<file path="src/rtl/bcd_seq_alu.sv">
// Sequential BCD ALU: packed-BCD operands are decoded to binary, then run
// through a single-cycle add/sub or a multi-cycle mul/div/mod/pow engine.
module bcd_seq_alu #(
  parameter int unsigned DIGITS = 2,
  parameter int unsigned OUT_W  = 14
) (
  input  logic                clk,
  input  logic                rst_n,
  input  logic                start,
  input  logic [4*DIGITS-1:0] a,
  input  logic [4*DIGITS-1:0] b,
  input  logic [2:0]          op,
  output logic                busy,
  output logic                done,
  output logic [OUT_W-1:0]    out,
  output logic                ovf,
  output logic                neg,
  output logic                dz,
  output logic                err
);

  localparam int unsigned OPW = 4 * DIGITS;
  // Wide enough for acc*num1 in pow and the full mul product.
  localparam int unsigned EW  = OUT_W + OPW + 1;

  localparam logic [2:0] OP_ADD = 3'd0;
  localparam logic [2:0] OP_SUB = 3'd1;
  localparam logic [2:0] OP_MUL = 3'd2;
  localparam logic [2:0] OP_DIV = 3'd3;
  localparam logic [2:0] OP_POW = 3'd4;
  localparam logic [2:0] OP_MOD = 3'd5;

  typedef enum logic [1:0] {
    S_IDLE,
    S_DECODE,
    S_EXEC
  } state_t;

  state_t           r_state, w_state_nxt;
  logic [OPW-1:0]   r_a, w_a_nxt;
  logic [OPW-1:0]   r_b, w_b_nxt;
  logic [2:0]       r_op, w_op_nxt;
  logic [OPW-1:0]   r_n1, w_n1_nxt;
  logic [OPW-1:0]   r_n2, w_n2_nxt;
  logic [OPW-1:0]   r_hi, w_hi_nxt;
  logic [OPW-1:0]   r_lo, w_lo_nxt;
  logic [OPW-1:0]   r_cnt, w_cnt_nxt;
  logic [OUT_W-1:0] r_pacc, w_pacc_nxt;
  logic             r_povf, w_povf_nxt;
  logic             r_busy, w_busy_nxt;
  logic             r_done, w_done_nxt;
  logic [OUT_W-1:0] r_out, w_out_nxt;
  logic             r_ovf, w_ovf_nxt;
  logic             r_neg, w_neg_nxt;
  logic             r_dz, w_dz_nxt;
  logic             r_err, w_err_nxt;

  function automatic logic [OPW-1:0] bcd2bin(input logic [OPW-1:0] v);
    logic [OPW+3:0] acc;
    acc = '0;
    for (int unsigned i = 0; i < DIGITS; i++) begin
      acc = (acc << 3) + (acc << 1) + (OPW+4)'(v[4*(DIGITS-1-i) +: 4]);
    end
    return acc[OPW-1:0];
  endfunction

  function automatic logic bad_digit(input logic [OPW-1:0] v);
    logic bad;
    bad = 1'b0;
    for (int unsigned i = 0; i < DIGITS; i++) begin
      if (v[4*i +: 4] > 4'd9) bad = 1'b1;
    end
    return bad;
  endfunction

  logic [OPW-1:0] w_n1, w_n2;
  logic           w_bad;
  logic [EW-1:0]  w_asum;
  logic [OPW:0]   w_msum;
  logic [OPW-1:0] w_mhi, w_mlo;
  logic [EW-1:0]  w_mprod;
  logic [OPW:0]   w_rsh;
  logic [OPW-1:0] w_rdiff;
  logic           w_dge;
  logic [OPW-1:0] w_dhi, w_dlo;
  logic [EW-1:0]  w_pprod;
  logic           w_povf_step;

  assign w_n1  = bcd2bin(r_a);
  assign w_n2  = bcd2bin(r_b);
  assign w_bad = bad_digit(r_a) | bad_digit(r_b) | (r_op > OP_MOD);

  assign w_asum = EW'(r_n1) + EW'(r_n2);

  // Shift-add step: {hi,lo} holds partial product and remaining multiplier bits.
  assign w_msum  = {1'b0, r_hi} + (r_lo[0] ? {1'b0, r_n1} : '0);
  assign w_mhi   = w_msum[OPW:1];
  assign w_mlo   = {w_msum[0], r_lo[OPW-1:1]};
  assign w_mprod = EW'({w_mhi, w_mlo});

  // Restoring division step: hi is the remainder, lo shifts dividend out / quotient in.
  assign w_rsh   = {r_hi, r_lo[OPW-1]};
  assign w_dge   = (w_rsh >= {1'b0, r_n2});
  assign w_rdiff = w_rsh[OPW-1:0] - r_n2;
  assign w_dhi   = w_dge ? w_rdiff : w_rsh[OPW-1:0];
  assign w_dlo   = {r_lo[OPW-2:0], w_dge};

  assign w_pprod     = EW'(r_pacc) * EW'(r_n1);
  assign w_povf_step = |w_pprod[EW-1:OUT_W];

  // Next-state and datapath update.
  always_comb begin
    w_state_nxt = r_state;
    w_a_nxt     = r_a;
    w_b_nxt     = r_b;
    w_op_nxt    = r_op;
    w_n1_nxt    = r_n1;
    w_n2_nxt    = r_n2;
    w_hi_nxt    = r_hi;
    w_lo_nxt    = r_lo;
    w_cnt_nxt   = r_cnt;
    w_pacc_nxt  = r_pacc;
    w_povf_nxt  = r_povf;
    w_done_nxt  = 1'b0;
    w_out_nxt   = r_out;
    w_ovf_nxt   = r_ovf;
    w_neg_nxt   = r_neg;
    w_dz_nxt    = r_dz;
    w_err_nxt   = r_err;

    case (r_state)
      S_IDLE: begin
        if (start) begin
          w_a_nxt     = a;
          w_b_nxt     = b;
          w_op_nxt    = op;
          w_state_nxt = S_DECODE;
        end
      end

      S_DECODE: begin
        w_n1_nxt = w_n1;
        w_n2_nxt = w_n2;
        if (w_bad) begin
          w_state_nxt = S_IDLE;
          w_done_nxt  = 1'b1;
          w_out_nxt   = '0;
          w_ovf_nxt   = 1'b0;
          w_neg_nxt   = 1'b0;
          w_dz_nxt    = 1'b0;
          w_err_nxt   = 1'b1;
        end else begin
          w_state_nxt = S_EXEC;
          w_hi_nxt    = '0;
          w_lo_nxt    = (r_op == OP_DIV || r_op == OP_MOD) ? w_n1 : w_n2;
          w_pacc_nxt  = OUT_W'(1);
          w_povf_nxt  = 1'b0;
          case (r_op)
            OP_MUL, OP_DIV, OP_MOD: w_cnt_nxt = OPW'(OPW);
            OP_POW:                 w_cnt_nxt = (w_n2 == '0) ? OPW'(1) : w_n2;
            default:                w_cnt_nxt = OPW'(1);
          endcase
        end
      end

      S_EXEC: begin
        w_cnt_nxt = r_cnt - OPW'(1);
        case (r_op)
          OP_MUL: begin
            w_hi_nxt = w_mhi;
            w_lo_nxt = w_mlo;
          end
          OP_DIV, OP_MOD: begin
            w_hi_nxt = w_dhi;
            w_lo_nxt = w_dlo;
          end
          OP_POW: begin
            w_pacc_nxt = w_pprod[OUT_W-1:0];
            w_povf_nxt = r_povf | w_povf_step;
          end
          default: ;
        endcase

        if (r_cnt == OPW'(1)) begin
          w_state_nxt = S_IDLE;
          w_done_nxt  = 1'b1;
          w_ovf_nxt   = 1'b0;
          w_neg_nxt   = 1'b0;
          w_dz_nxt    = 1'b0;
          w_err_nxt   = 1'b0;
          case (r_op)
            OP_ADD: begin
              w_out_nxt = w_asum[OUT_W-1:0];
              w_ovf_nxt = |w_asum[EW-1:OUT_W];
            end
            OP_SUB: begin
              w_out_nxt = OUT_W'(r_n1) - OUT_W'(r_n2);
              w_neg_nxt = (r_n2 > r_n1);
            end
            OP_MUL: begin
              w_out_nxt = w_mprod[OUT_W-1:0];
              w_ovf_nxt = |w_mprod[EW-1:OUT_W];
            end
            OP_DIV, OP_MOD: begin
              if (r_n2 == '0) begin
                w_out_nxt = '1;
                w_dz_nxt  = 1'b1;
                w_err_nxt = 1'b1;
              end else if (r_op == OP_DIV) begin
                w_out_nxt = OUT_W'(w_dlo);
              end else begin
                w_out_nxt = OUT_W'(w_dhi);
              end
            end
            OP_POW: begin
              if (r_n2 == '0) begin
                w_out_nxt = OUT_W'(1);
              end else begin
                w_out_nxt = w_pprod[OUT_W-1:0];
                w_ovf_nxt = r_povf | w_povf_step;
              end
            end
            default: w_out_nxt = '0;
          endcase
        end
      end

      default: w_state_nxt = S_IDLE;
    endcase

    w_busy_nxt = (w_state_nxt != S_IDLE);
  end

  // State and datapath registers.
  always_ff @(posedge clk or negedge rst_n) begin
    if (!rst_n) begin
      r_state <= S_IDLE;
      r_a     <= '0;
      r_b     <= '0;
      r_op    <= '0;
      r_n1    <= '0;
      r_n2    <= '0;
      r_hi    <= '0;
      r_lo    <= '0;
      r_cnt   <= '0;
      r_pacc  <= '0;
      r_povf  <= 1'b0;
      r_busy  <= 1'b0;
      r_done  <= 1'b0;
      r_out   <= '0;
      r_ovf   <= 1'b0;
      r_neg   <= 1'b0;
      r_dz    <= 1'b0;
      r_err   <= 1'b0;
    end else begin
      r_state <= w_state_nxt;
      r_a     <= w_a_nxt;
      r_b     <= w_b_nxt;
      r_op    <= w_op_nxt;
      r_n1    <= w_n1_nxt;
      r_n2    <= w_n2_nxt;
      r_hi    <= w_hi_nxt;
      r_lo    <= w_lo_nxt;
      r_cnt   <= w_cnt_nxt;
      r_pacc  <= w_pacc_nxt;
      r_povf  <= w_povf_nxt;
      r_busy  <= w_busy_nxt;
      r_done  <= w_done_nxt;
      r_out   <= w_out_nxt;
      r_ovf   <= w_ovf_nxt;
      r_neg   <= w_neg_nxt;
      r_dz    <= w_dz_nxt;
      r_err   <= w_err_nxt;
    end
  end

  assign busy = r_busy;
  assign done = r_done;
  assign out  = r_out;
  assign ovf  = r_ovf;
  assign neg  = r_neg;
  assign dz   = r_dz;
  assign err  = r_err;

endmodule

</file>
<file path="config.mk">
export PLATFORM = sky130hd
export DESIGN_NAME = bcd_seq_alu
export DESIGN_NICKNAME = d
export VERILOG_FILES = /design/src/rtl/bcd_seq_alu.sv
export SDC_FILE = /design/constraint.sdc
export NUM_CORES = 1
export LEC_CHECK = 0
export ABC_AREA = 1
export CAP_MARGIN = 5
export CORE_ASPECT_RATIO = 0.8
export CORE_UTILIZATION = 30
export CTS_CLUSTER_DIAMETER = 80
export DETAILED_ROUTE_END_ITERATION = 12
export GPL_TIMING_DRIVEN = 1
export HOLD_SLACK_MARGIN = 0.05
export PLACE_DENSITY = 0.42
export SLEW_MARGIN = 5
export SYNTH_ARGS = -nofsm -noshare
export SYNTH_HDL_FRONTEND = slang
export SYNTH_SLANG_ARGS = --single-unit
</file>
<file path="constraint.sdc">
create_clock -name clk -period 6.9 [get_ports clk]
set_input_delay 1.725 -clock clk [delete_from_list [all_inputs] [get_ports clk]]
set_output_delay 1.725 -clock clk [all_outputs]
set_load 0.02 [all_outputs]
</file>
Word-level counts from Yosys, hierarchy flattened

Cells that the tools add are included.
Widths: inputs -> output; s select.

Logic and storage cells: 119
Flip-flop bits (word level): 96

Bitwise operators: 3
Muxes and demuxes: 51
Multipliers: 1
$add $sub $neg: 9
Magnitude comparators: 7
Eq/ne operators: 13
Reductions and logical operators: 17

Operator list:

| kind                    | number |
|---|---|
| $pmux 8 s2              | 6 |
| $mux 14                 | 6 |
| $pmux 14 s5             | 1 |
| $mux 8                  | 8 |
| $pmux 14 s2             | 2 |
| $mul 14x8->22           | 1 |
| $add 8x8->9             | 2 |
| $mux 1                  | 17 |
| $add 7x5->8             | 2 |
| $add 8x4->8             | 2 |
| $gt 4x4->1 const B      | 4 |
| $logic_not 8->1         | 2 |
| $pmux 1 s2              | 6 |
| $ge 9x8->1              | 1 |
| $reduce_and 3->1        | 3 |
| $reduce_or 9->1 const A | 1 |
| $sub 8x8->9             | 1 |
| $eq 8x1->1 const B      | 1 |
| $gt 8x8->1              | 1 |
| $ne 2x2->1 const B      | 4 |
| $reduce_or 8->1         | 1 |
| $sub 8x1->8 const B     | 1 |
| $sub 8x8->8             | 1 |
| $eq 3x2->1 const B      | 2 |
| 17 further kinds        | 25 |

Depth between registers and ports, before layout

Gate-level depths: netlist of the first run.

Depth in word-level cells: 8
Depth in mapped cells: 31
Gate-level depth less buffers: 29

Worst setup path after synthesis of the first run

No wires, ideal clock.

Path type: register to register
From: register r_n1[7]
To: register r_ovf, in the netlist ovf
Data arrival time: 4523 ps
Required time: 6784 ps
Path slack: 2261 ps
Setup time: 116 ps
Path buffers: 2
Stages on the path, launching flop included: 28
Cell sequence: dfrtp_1 -> clkbuf_1 -> clkbuf_1 -> nand2_1 -> fa_1 -> fa_1 -> inv_1 -> fa_1 -> inv_1 -> fa_1 -> inv_1 -> ha_1 -> nand2_1 -> inv_1 -> nand2_1 -> nand3_1 -> nand2_1 -> nand2_1 -> nand2_1 -> nand2_1 -> nor2_1 -> nand2_1 -> nor2_1 -> nand2_1 -> nand2_1 -> nand2_1 -> nand2_1 -> nand2_1

Longest elaborated chain between the ends: 7

RTL lines:

| element                  | RTL line | RTL |
|---|---|---|
| start: declaration       | 43       | `logic [OPW-1:0] r_n1, w_n1_nxt;` |
| start signal: assignment | 260      | `r_n1 <= w_n1_nxt;` |
| $mul 14x8->22            | 108      | `assign w_pprod = EW'(r_pacc) * EW'(r_n1);` |
| $reduce_or 8->1          | 109      | `assign w_povf_step = \|w_pprod[EW-1:OUT_W];` |
| $or 1x1->1               | 220      | `w_ovf_nxt = r_povf \| w_povf_step;` |
| $mux 1                   | 216      | `if (r_n2 == '0) begin` |
| $pmux 1 s3 *             | 191      | `case (r_op)` |
| $mux 1 *                 | 184      | `if (r_cnt == OPW'(1)) begin` |
| $pmux 1 s2 *             | 131      | `case (r_state)` |
| end signal: assignment   | 270      | `r_ovf <= w_ovf_nxt;` |
| end: declaration         | 53       | `logic r_ovf, w_ovf_nxt;` |

Mark *: on every way between the ends. The rest lies on a longest branch, timed or not. The select of a mux whose other input is x is not followed.
A chain may end at the register's enable or synchronous reset.

Worst setup path after layout of the first run

From: register r_n1[2]
To: register r_ovf, in the netlist ovf

Same word-level chain as after synthesis.

==> results.txt, run 1 <==
The detailed route wirelength on metal2 came out at 13.5 mm. The count of nets left with antenna violations once routing finished came out at 0. The worst setup path is of the reg -> reg kind. The sum of net half-perimeters after detailed placement is 27.1 mm. From synthesis to final layout, the design area changed by 10.1%. The initial standard-cell utilization of the core is 30.5%. Counting instances in the post-synthesis netlist gives the leading cell types as sky130_fd_sc_hd__nand2_1 (421), sky130_fd_sc_hd__inv_1 (302), sky130_fd_sc_hd__dfrtp_1 (96). The total setup violations reported at the end of the flow came out at 0. The reported leakage power came out at 6.48 nW. The first global-routing pass estimated between 50 and 60 mm of wire. Counting distinct cell types in the post-synthesis netlist gives 47. Routed signal wires occupy layers up through met4. The number of placement rows is 61. The transition time at the pin with the least slew margin is 1.08 ns. In this run the critical register-to-register path is captured at ovf.

Setup total negative slack on the finished layout was measured at 0 ns. The average cell area after synthesis is 7.11 um2. The synthesized instance count is 1492.

Measured along the x axis, the die boundary spans approximately 210 um. The number of DRC markers after the initial detailed-route iteration is about 660. STA classifies the critical path startpoint as a flop.

In the final routed layout, each cell accounts on average for between 15 and 20 um. After synthesis, the cell types taking the most area are sky130_fd_sc_hd__dfrtp_1 (23%), sky130_fd_sc_hd__fa_1 (15%), sky130_fd_sc_hd__nand2_1 (15%), sky130_fd_sc_hd__ha_1 (11%), sky130_fd_sc_hd__inv_1 (11%). The number of pins exceeding their max-slew limit in the final report is 0. The total count of hold-check failures in the final report came out at 0. The post-detailed-routing wire length is 34.0 mm. The number of clock buffers inserted by TritonCTS came out at 9. The sequential element share of the synthesized area is 22.6%. After clock tree synthesis, the setup repair step added 0 buffers. Based on the critical path, the design can be clocked at up to roughly 190 MHz. Hold repair after CTS inserted 0 buffers. The via count of the first global-routing pass came out at 8754. The longest clock path from root to sink contains 2 buffers. The number of diodes added for antenna fixing came out at 0. The detailed router put a total of ~18 mm of wire on met1. TritonCTS built the clock tree. In this run the cell area of the synthesized design comes to 10600 um2. The path with the worst hold slack has its endpoint at out[0]. Of all nets on the critical path, the largest fanout is 18. In this run, synthesis inferred 0 flip-flops with an integrated enable. The clock transition at the registers of the reported paths came out at 0.07 ns. The flow ran to the end, and the final reports show no timing, DRC or antenna violations. The launch instance of the worst min-delay path is out[0]. The count of maximum capacitance violations is 0. The final routed DRC violation total is 0. The share of the cycle needed by the critical path after routing is 76.6%. The worst-case vdd ir drop came out at 193 uV. The top cell type by area accounts for 22.6% of the synthesized area. The final layout contains 1690 nets. The most critical setup path has its startpoint at r_n1[2]. The endpoint class of the critical path is a flop. The clock network latency to the later pin of the worst-skew pair is 0.37 ns. The required arrival time at the worst endpoint is between 7 and 8 ns.

The Yosys step of the flow raised 0 warnings. The worst setup timing slack at the placement stage came out at between 1.5 and 2 ns. Measured against its own limit, the worst slew margin works out to 28.1%. The minimum period implied by the final worst setup slack came out at 5.28 ns.

The tree is rooted in a sky130_fd_sc_hd__clkbuf_16. The region available for standard cell placement spans between 30000 and 40000 um2. The length of the first detailed-routing pass in iterations came out at 5. The number of vias after detailed routing came out at 9266. In the post-route analysis, the smallest setup slack over all paths is 1.62 ns. The die area is 36100 um2. The total power per unit cell area came out at ~370 nW/um2. Counting cells, the worst reg-to-reg path comes to 22. The worst-case clock skew is 0.00852 ns. In the post-synthesis netlist, the cell with the most instances is sky130_fd_sc_hd__nand2_1. The post-synthesis net count came out at 1688. The tightest min-delay check is of the reg -> reg type. The data arrival time of the critical path is around 5.5 ns. The number of register bits inferred by synthesis is 96.

Summed over all instances, the cell type with the most area after synthesis is sky130_fd_sc_hd__dfrtp_1. The initial antenna violation count came out at 0. Setup slack on the worst reg-to-reg path comes out at 1.62 ns.

The final weighted congestion in routability-driven placement came out at 0.885. Post-CTS repair changed the size of 0 cells. The I/O pin count is 42. Summed over all layers, the global routing overflow is 0. Setup repair after global routing left no endpoint under its margin.

Counting instances, the worst hold path has a depth of 2. The sum of met3 wire segment lengths after detailed routing is approximately 1.9 mm. The share of synthesized registers carrying an async set or reset is 100%. The startpoint identified for the worst register-to-register timing path is r_n1[2]. The via-per-instance ratio is 4.71. The most used flip-flop cell after synthesis is sky130_fd_sc_hd__dfrtp_1. The global-route total usage across every layer is 19.6%. The number of levels the H-tree was split into is 3. The die boundary height came out at about 170 um.

The maximum number of pins on one net before global-route repair is 61. The layout cell share with drive strength beyond 1 is 3.34%. The number of I/O port buffers came out at 41. The sink count of the clock tree is 96.
## metal layers
metal  track usage (%)  up-vias
met2              26.2      203
met5                 0        -
met3              4.32       17
met4              3.16        0
met1              31.4     4426
li1                  -     4620
## final cells by class
cell class,instances,area (um2)
clock buffers,13,250
clock inverters,1,5.00
fillers,3872,23100
flip-flops and latches,96,2400
repair buffers,45,438
inverters,310,1160
multi-input cells,1032,6830
well taps,472,591
## worst max path at each step
stage	slack (ns)	end
global route	1.28	ovf
floorplan	2.26	ovf
detailed placement	1.66	ovf
finish	1.62	ovf
global placement	1.59	out[12]
CTS	1.64	ovf
## worst max-delay path, stage by stage (launching register included)
cell,delay [ns]
sky130_fd_sc_hd__dfrtp_1,0.98
sky130_fd_sc_hd__nand2_1,0.11
sky130_fd_sc_hd__inv_1,0.10
sky130_fd_sc_hd__fa_1,0.44
sky130_fd_sc_hd__fa_1,0.49
sky130_fd_sc_hd__fa_1,0.54
sky130_fd_sc_hd__inv_1,0.05
sky130_fd_sc_hd__fa_1,0.53
sky130_fd_sc_hd__inv_1,0.04
sky130_fd_sc_hd__ha_1,0.35
sky130_fd_sc_hd__nand2_1,0.16
sky130_fd_sc_hd__nor2_1,0.20
sky130_fd_sc_hd__inv_1,0.08
sky130_fd_sc_hd__nor2_1,0.22
sky130_fd_sc_hd__nand3_1,0.17
sky130_fd_sc_hd__nand4_1,0.13
sky130_fd_sc_hd__nand2_1,0.10
sky130_fd_sc_hd__nor2_1,0.13
sky130_fd_sc_hd__nand2_1,0.12
sky130_fd_sc_hd__nand2_1,0.08
sky130_fd_sc_hd__nand2_1,0.05
sky130_fd_sc_hd__nand2_1,0.05
sky130_fd_sc_hd__nand2_1,0.04
## report_power, final
| group | total, mW | switching, mW | internal [mW] |
|---|---|---|---|
| Sequential | 1.04 | 0.303 | 0.734 |
| Combinational | 2.85 | 1.92 | 0.935 |
| Clock | 0.478 | 0.228 | 0.250 |
## cell families (layout without fill, tap and decap cells)
group | after synthesis | in the layout | share of synthesized area [%]
AOI/OAI and AO/OA | 228 | 228 | 12.0
xor gates and xnor gates | 26 | 26 | 2.15
adders and majority gates | 174 | 174 | 26.2
buffers and inverters | 364 | 369 | 13.0
DFF | 96 | 96 | 22.6
muxes | 14 | 14 | 1.47
and+or+nand+nor | 590 | 590 | 22.6
## layout by cell type (no fill, tap or decap), types with 2 or more instances in the layout
cell type | netlist | layout
sky130_fd_sc_hd__o21ai_0 | 95 | 95
sky130_fd_sc_hd__inv_2 | 7 | 7
sky130_fd_sc_hd__a22o_1 | 8 | 8
sky130_fd_sc_hd__nor2_1 | 78 | 78
sky130_fd_sc_hd__or2_2 | 3 | 3
sky130_fd_sc_hd__a21o_1 | 3 | 3
sky130_fd_sc_hd__a21oi_1 | 76 | 76
sky130_fd_sc_hd__a31oi_1 | 7 | 7
sky130_fd_sc_hd__o211ai_1 | 9 | 9
sky130_fd_sc_hd__buf_4 | 2 | 5
sky130_fd_sc_hd__mux2_2 | 13 | 13
sky130_fd_sc_hd__nor2_4 | 3 | 3
sky130_fd_sc_hd__o21ai_1 | 8 | 8
sky130_fd_sc_hd__nand2_1 | 421 | 421
sky130_fd_sc_hd__xor2_1 | 14 | 14
sky130_fd_sc_hd__nor3_1 | 11 | 11
sky130_fd_sc_hd__dfrtp_1 | 96 | 96
sky130_fd_sc_hd__a221oi_1 | 5 | 5
sky130_fd_sc_hd__fa_1 | 80 | 80
sky130_fd_sc_hd__inv_1 | 302 | 302
sky130_fd_sc_hd__xnor2_1 | 12 | 12
sky130_fd_sc_hd__nand3_1 | 48 | 48
sky130_fd_sc_hd__clkbuf_1 | 49 | 3
sky130_fd_sc_hd__clkbuf_16 | 0 | 9
sky130_fd_sc_hd__nand4_1 | 12 | 12
sky130_fd_sc_hd__o31ai_1 | 2 | 2
sky130_fd_sc_hd__ha_1 | 94 | 94
sky130_fd_sc_hd__nor2_2 | 3 | 3
sky130_fd_sc_hd__o22ai_1 | 7 | 7
sky130_fd_sc_hd__nand3b_1 | 4 | 4
sky130_fd_sc_hd__clkdlybuf4s50_1 | 0 | 40
## per-stage QoR
| stage | util (%) | cell area (um2) | hold slack, ns | total power, mW | instances |
|---|---|---|---|---|---|
| 2_1_floorplan | - | 10600 | 0.450 | 2.94 | 1492 |
| 3_3_place_gp | 32.8 | 11400 | 0.462 | 3.90 | 1955 |
| 3_5_place_dp | 32.8 | 11400 | 0.466 | 3.89 | 1955 |
| 4_1_cts | 33.6 | 11700 | 0.484 | 4.39 | 1969 |
| 5_1_grt | 33.6 | 11700 | 0.500 | 4.81 | 1969 |
| 6_report | 33.6 | 11700 | 0.480 | 4.37 | 1969 |
## sequential cells by signal, summed over array words and instances, names as in the netlist, 2 cells and up
| signal | flops |
|---|---|
| r_cnt | 8 |
| r_a | 8 |
| r_pacc | 14 |
| r_state | 2 |
| r_hi | 8 |
| out | 14 |
| r_n1 | 8 |
| r_n2 | 8 |
| r_op | 3 |
| r_lo | 8 |
| r_b | 8 |
No activity file was read; power rests on OpenSTA's default activity.
==> run 2, diff against run 1 <==
Settings changed: PLACE_DENSITY 0.42 to 0.44.
Clock period 6.9 ns to 4.5 ns, I/O delays scaled along.
==> results.txt, run 2 (same netlist as run 1, synthesis figures left out) <==
The initial standard-cell utilization of the core came out at 30.5% (unchanged). The setup total negative slack is 0 ns (unchanged). The instance area after placement is 12100 um2 (was 11400 um2). The most common library cell in the layout ignoring fill and taps is sky130_fd_sc_hd__nand2_1 (unchanged). The remaining global-route overflow came out at 0 (unchanged).

The top fanout value on the critical path came out at 5 (was 18). The layout cell share with drive strength beyond 1 is 19.8% (was 3.34%). The cell with the largest stage delay on the worst path was sky130_fd_sc_hd__fa_1 (was sky130_fd_sc_hd__dfrtp_1). The CTS root buffer is sky130_fd_sc_hd__clkbuf_16 (unchanged).

The final weighted congestion in routability-driven placement is 0.971 (was 0.885). The required arrival time at the worst endpoint came out at 4.76 ns (was 7.16 ns). The count of maximum capacitance violations came out at 0 (unchanged). The worst-case vdd ir drop is 251 uV (was 193 uV). The number of vias after detailed routing was 9855 (was 9266). The layout-stage area growth over the synthesis result came out at 25.3% (was 10.1%). The classification of the worst-slack hold path is reg -> reg (unchanged). The endpoint class of the critical path was a flop (unchanged). The number of placement rows came out at 61 (unchanged). The normalized max-slew margin came to 30.6% (was 28.1%). The I/O pin count is 42 (unchanged). The via count of the first global-routing pass was 9283 (was 8754). The number of I/O port buffers came to 41 (unchanged).

Cell Chain, Critical Path: buf_12 > buf_6 > nand2_1 > inv_1 > fa_1 > fa_1 > fa_1 > inv_1 > fa_1 > inv_2 > ha_4 > nand2_4 > a21oi_1 > o21ai_2 > nand2_1 > nand2_1 > nand4_1 > nand2_1 > nor2_1 > nand2_2 > nand2_1 > nand2_1 > nand2_1 > nand2_1 (was nand2_1 > inv_1 > fa_1 > fa_1 > fa_1 > inv_1 > fa_1 > inv_1 > ha_1 > nand2_1 > nor2_1 > inv_1 > nor2_1 > nand3_1 > nand4_1 > nand2_1 > nor2_1 > nand2_1 > nand2_1 > nand2_1 > nand2_1 > nand2_1). The worst-case clock skew is 0.0113 ns (was 0.00852 ns). The die boundary height came to 170 um (unchanged). The total power per unit cell area is 557 nW/um2 (was 374 nW/um2).

The number of levels the H-tree was split into is 3 (unchanged). The final routed DRC violation total is 0 (unchanged). The sink count of the clock tree is 96 (unchanged).

The share of the core filled with cells in the final layout came out at 38.2% (was 33.6%). The delay of the slowest cell on the worst path came out at 0.49 ns (was 0.98 ns). The final instance count without filler cells is 2087 (was 1969). Most used cells in the layout excluding fill and tap cells: sky130_fd_sc_hd__nand2_1 (372), sky130_fd_sc_hd__inv_1 (277), sky130_fd_sc_hd__buf_4 (101) (was sky130_fd_sc_hd__nand2_1 (421), sky130_fd_sc_hd__inv_1 (302), sky130_fd_sc_hd__dfrtp_1 (96)). The area of all placed cells without fillers came to 13300 um2 (was 11700 um2). The cell repeated most along the worst path is sky130_fd_sc_hd__nand2_1 (unchanged). The total count of hold-check failures in the final report is 0 (unchanged).

The number of diodes added for antenna fixing is 0 (unchanged). The worst setup timing slack at the placement stage is -0.391 ns (was 1.66 ns). The post-placement cell count is 2047 (was 1955). The minimum period implied by the final worst setup slack is 4.46 ns (was 5.28 ns). The via-per-instance ratio is 4.72 (was 4.71). The total of hold buffers inserted after clock tree synthesis is 0 (unchanged). The reported leakage power is 7.23 nW (was 6.48 nW). The number of DRC markers after the initial detailed-route iteration was 669 (was 662).

The data arrival time of the critical path is 4.71 ns (was 5.54 ns). Unrepaired setup endpoints after global routing: true (was false). The number of clock buffers inserted by TritonCTS was 9 (unchanged). The clock transition at the registers of the reported paths is 0.07 ns (about the same). The maximum root-to-sink buffer count came out at 2 (unchanged). Result of the run: finished, final reports clean (unchanged). The routed wirelength normalized by instance count came out at 16.2 um (was 17.3 um).

The die area came to 36100 um2 (unchanged). The share of the cycle needed by the critical path after routing is 99.0% (was 76.6%). The post-detailed-routing wire length came out at 33.9 mm (was 34.0 mm). The start-to-end type of the worst setup path is reg -> reg (unchanged). The total setup violations reported at the end of the flow came out at 0 (unchanged).

The worst hold slack after final layout came out at 0.476 ns (was 0.480 ns). The global-route wire length before repair is 53.1 mm (was 52.8 mm). The sum of net half-perimeters after detailed placement is 27.6 mm (was 27.1 mm). The overall power of the completed layout is 7.40 mW (was 4.37 mW). The number of nets with antenna violations after detailed routing was 0 (unchanged). The global-route total usage across every layer is 19.4% (was 19.6%). The number of nets in the layout came out at 1806 (was 1690). The CTS tree is yes (unchanged). The critical path launch point type is a flop (unchanged). The achievable frequency came to 224 MHz (was 189 MHz). The post-layout worst setup margin came out at 0.0428 ns (was 1.62 ns).

The number of pins exceeding their max-slew limit in the final report came out at 0 (unchanged). The transition time at the pin with the least slew margin came out at 1.04 ns (was 1.08 ns). The maximum number of pins on one net before global-route repair is 55 (was 61).

The core outline area came out at 34800 um2 (unchanged). The initial antenna violation count is 0 (unchanged). The clock network latency to the later pin of the worst-skew pair came out at 0.37 ns (about the same). The length of the first detailed-routing pass in iterations is 5 (unchanged). The horizontal die dimension is 212 um (unchanged).
run 2: power breakdown:
part | internal (mW) | switching (mW)
clock | 0.413 | 0.375
sequential | 1.14 | 0.363
combinational | 1.89 | 3.23
total | 3.44 | 3.97
run 2: worst max-delay path: cells and delay by family, from the launching register on:
| family | cells | cell delay, ns |
|---|---|---|
| compound gates | 2 | 0.37 |
| simple gates | 12 | 0.92 |
| flops | 1 | 0.45 |
| fa+ha+maj | 5 | 2.21 |
| buf+inv | 5 | 0.41 |
run 2: worst paths after layout:
check	from	endpoint	slack, ns	cells after the start
hold / removal	out[4]	out[4]	0.48	2
min in group asynchronous	rst_n	r_n1[6]	0.84	1
setup / recovery	r_n1[4]	ovf	0.04	24
hold reg to reg	out[4]	out[4]	0.48	2
max in group asynchronous	rst_n	r_pacc[8]	2.82	2
setup reg to reg	r_n1[4]	ovf	0.04	24
run 2: timing repair:
action	4_1_cts	5_1_grt
endpoints found under the setup margin	13	15
setup buffers	14	10
gates resized for setup	106	104
pin swaps	81	50
run 2: area by class of cell:
| class | instances | area (um2) |
|---|---|---|
| Timing Repair Buffer | 161 | 1410 |
| Sequential cell | 96 | 2420 |
| Clock inverter | 4 | 36.3 |
| Inverter | 310 | 1160 |
| Fill cell | 3699 | 21500 |
| Multi-Input combinational cell | 1032 | 7420 |
| Clock buffer | 12 | 256 |
| Tap cell | 472 | 591 |
run 2: metal layers:
| metal | wire length, um | part of all wire, % | vias up | global-route usage (%) |
|---|---|---|---|---|
| li1 | - | - | 4867 | - |
| met1 | 18200 | 54 | 4722 | 31.1 |
| met2 | 13500 | 40 | 250 | 26.7 |
| met3 | 1990 | 5.9 | 16 | 3.27 |
| met4 | 206 | 0.61 | 0 | 3.13 |
| met5 | 0 | 0 | - | 0 |
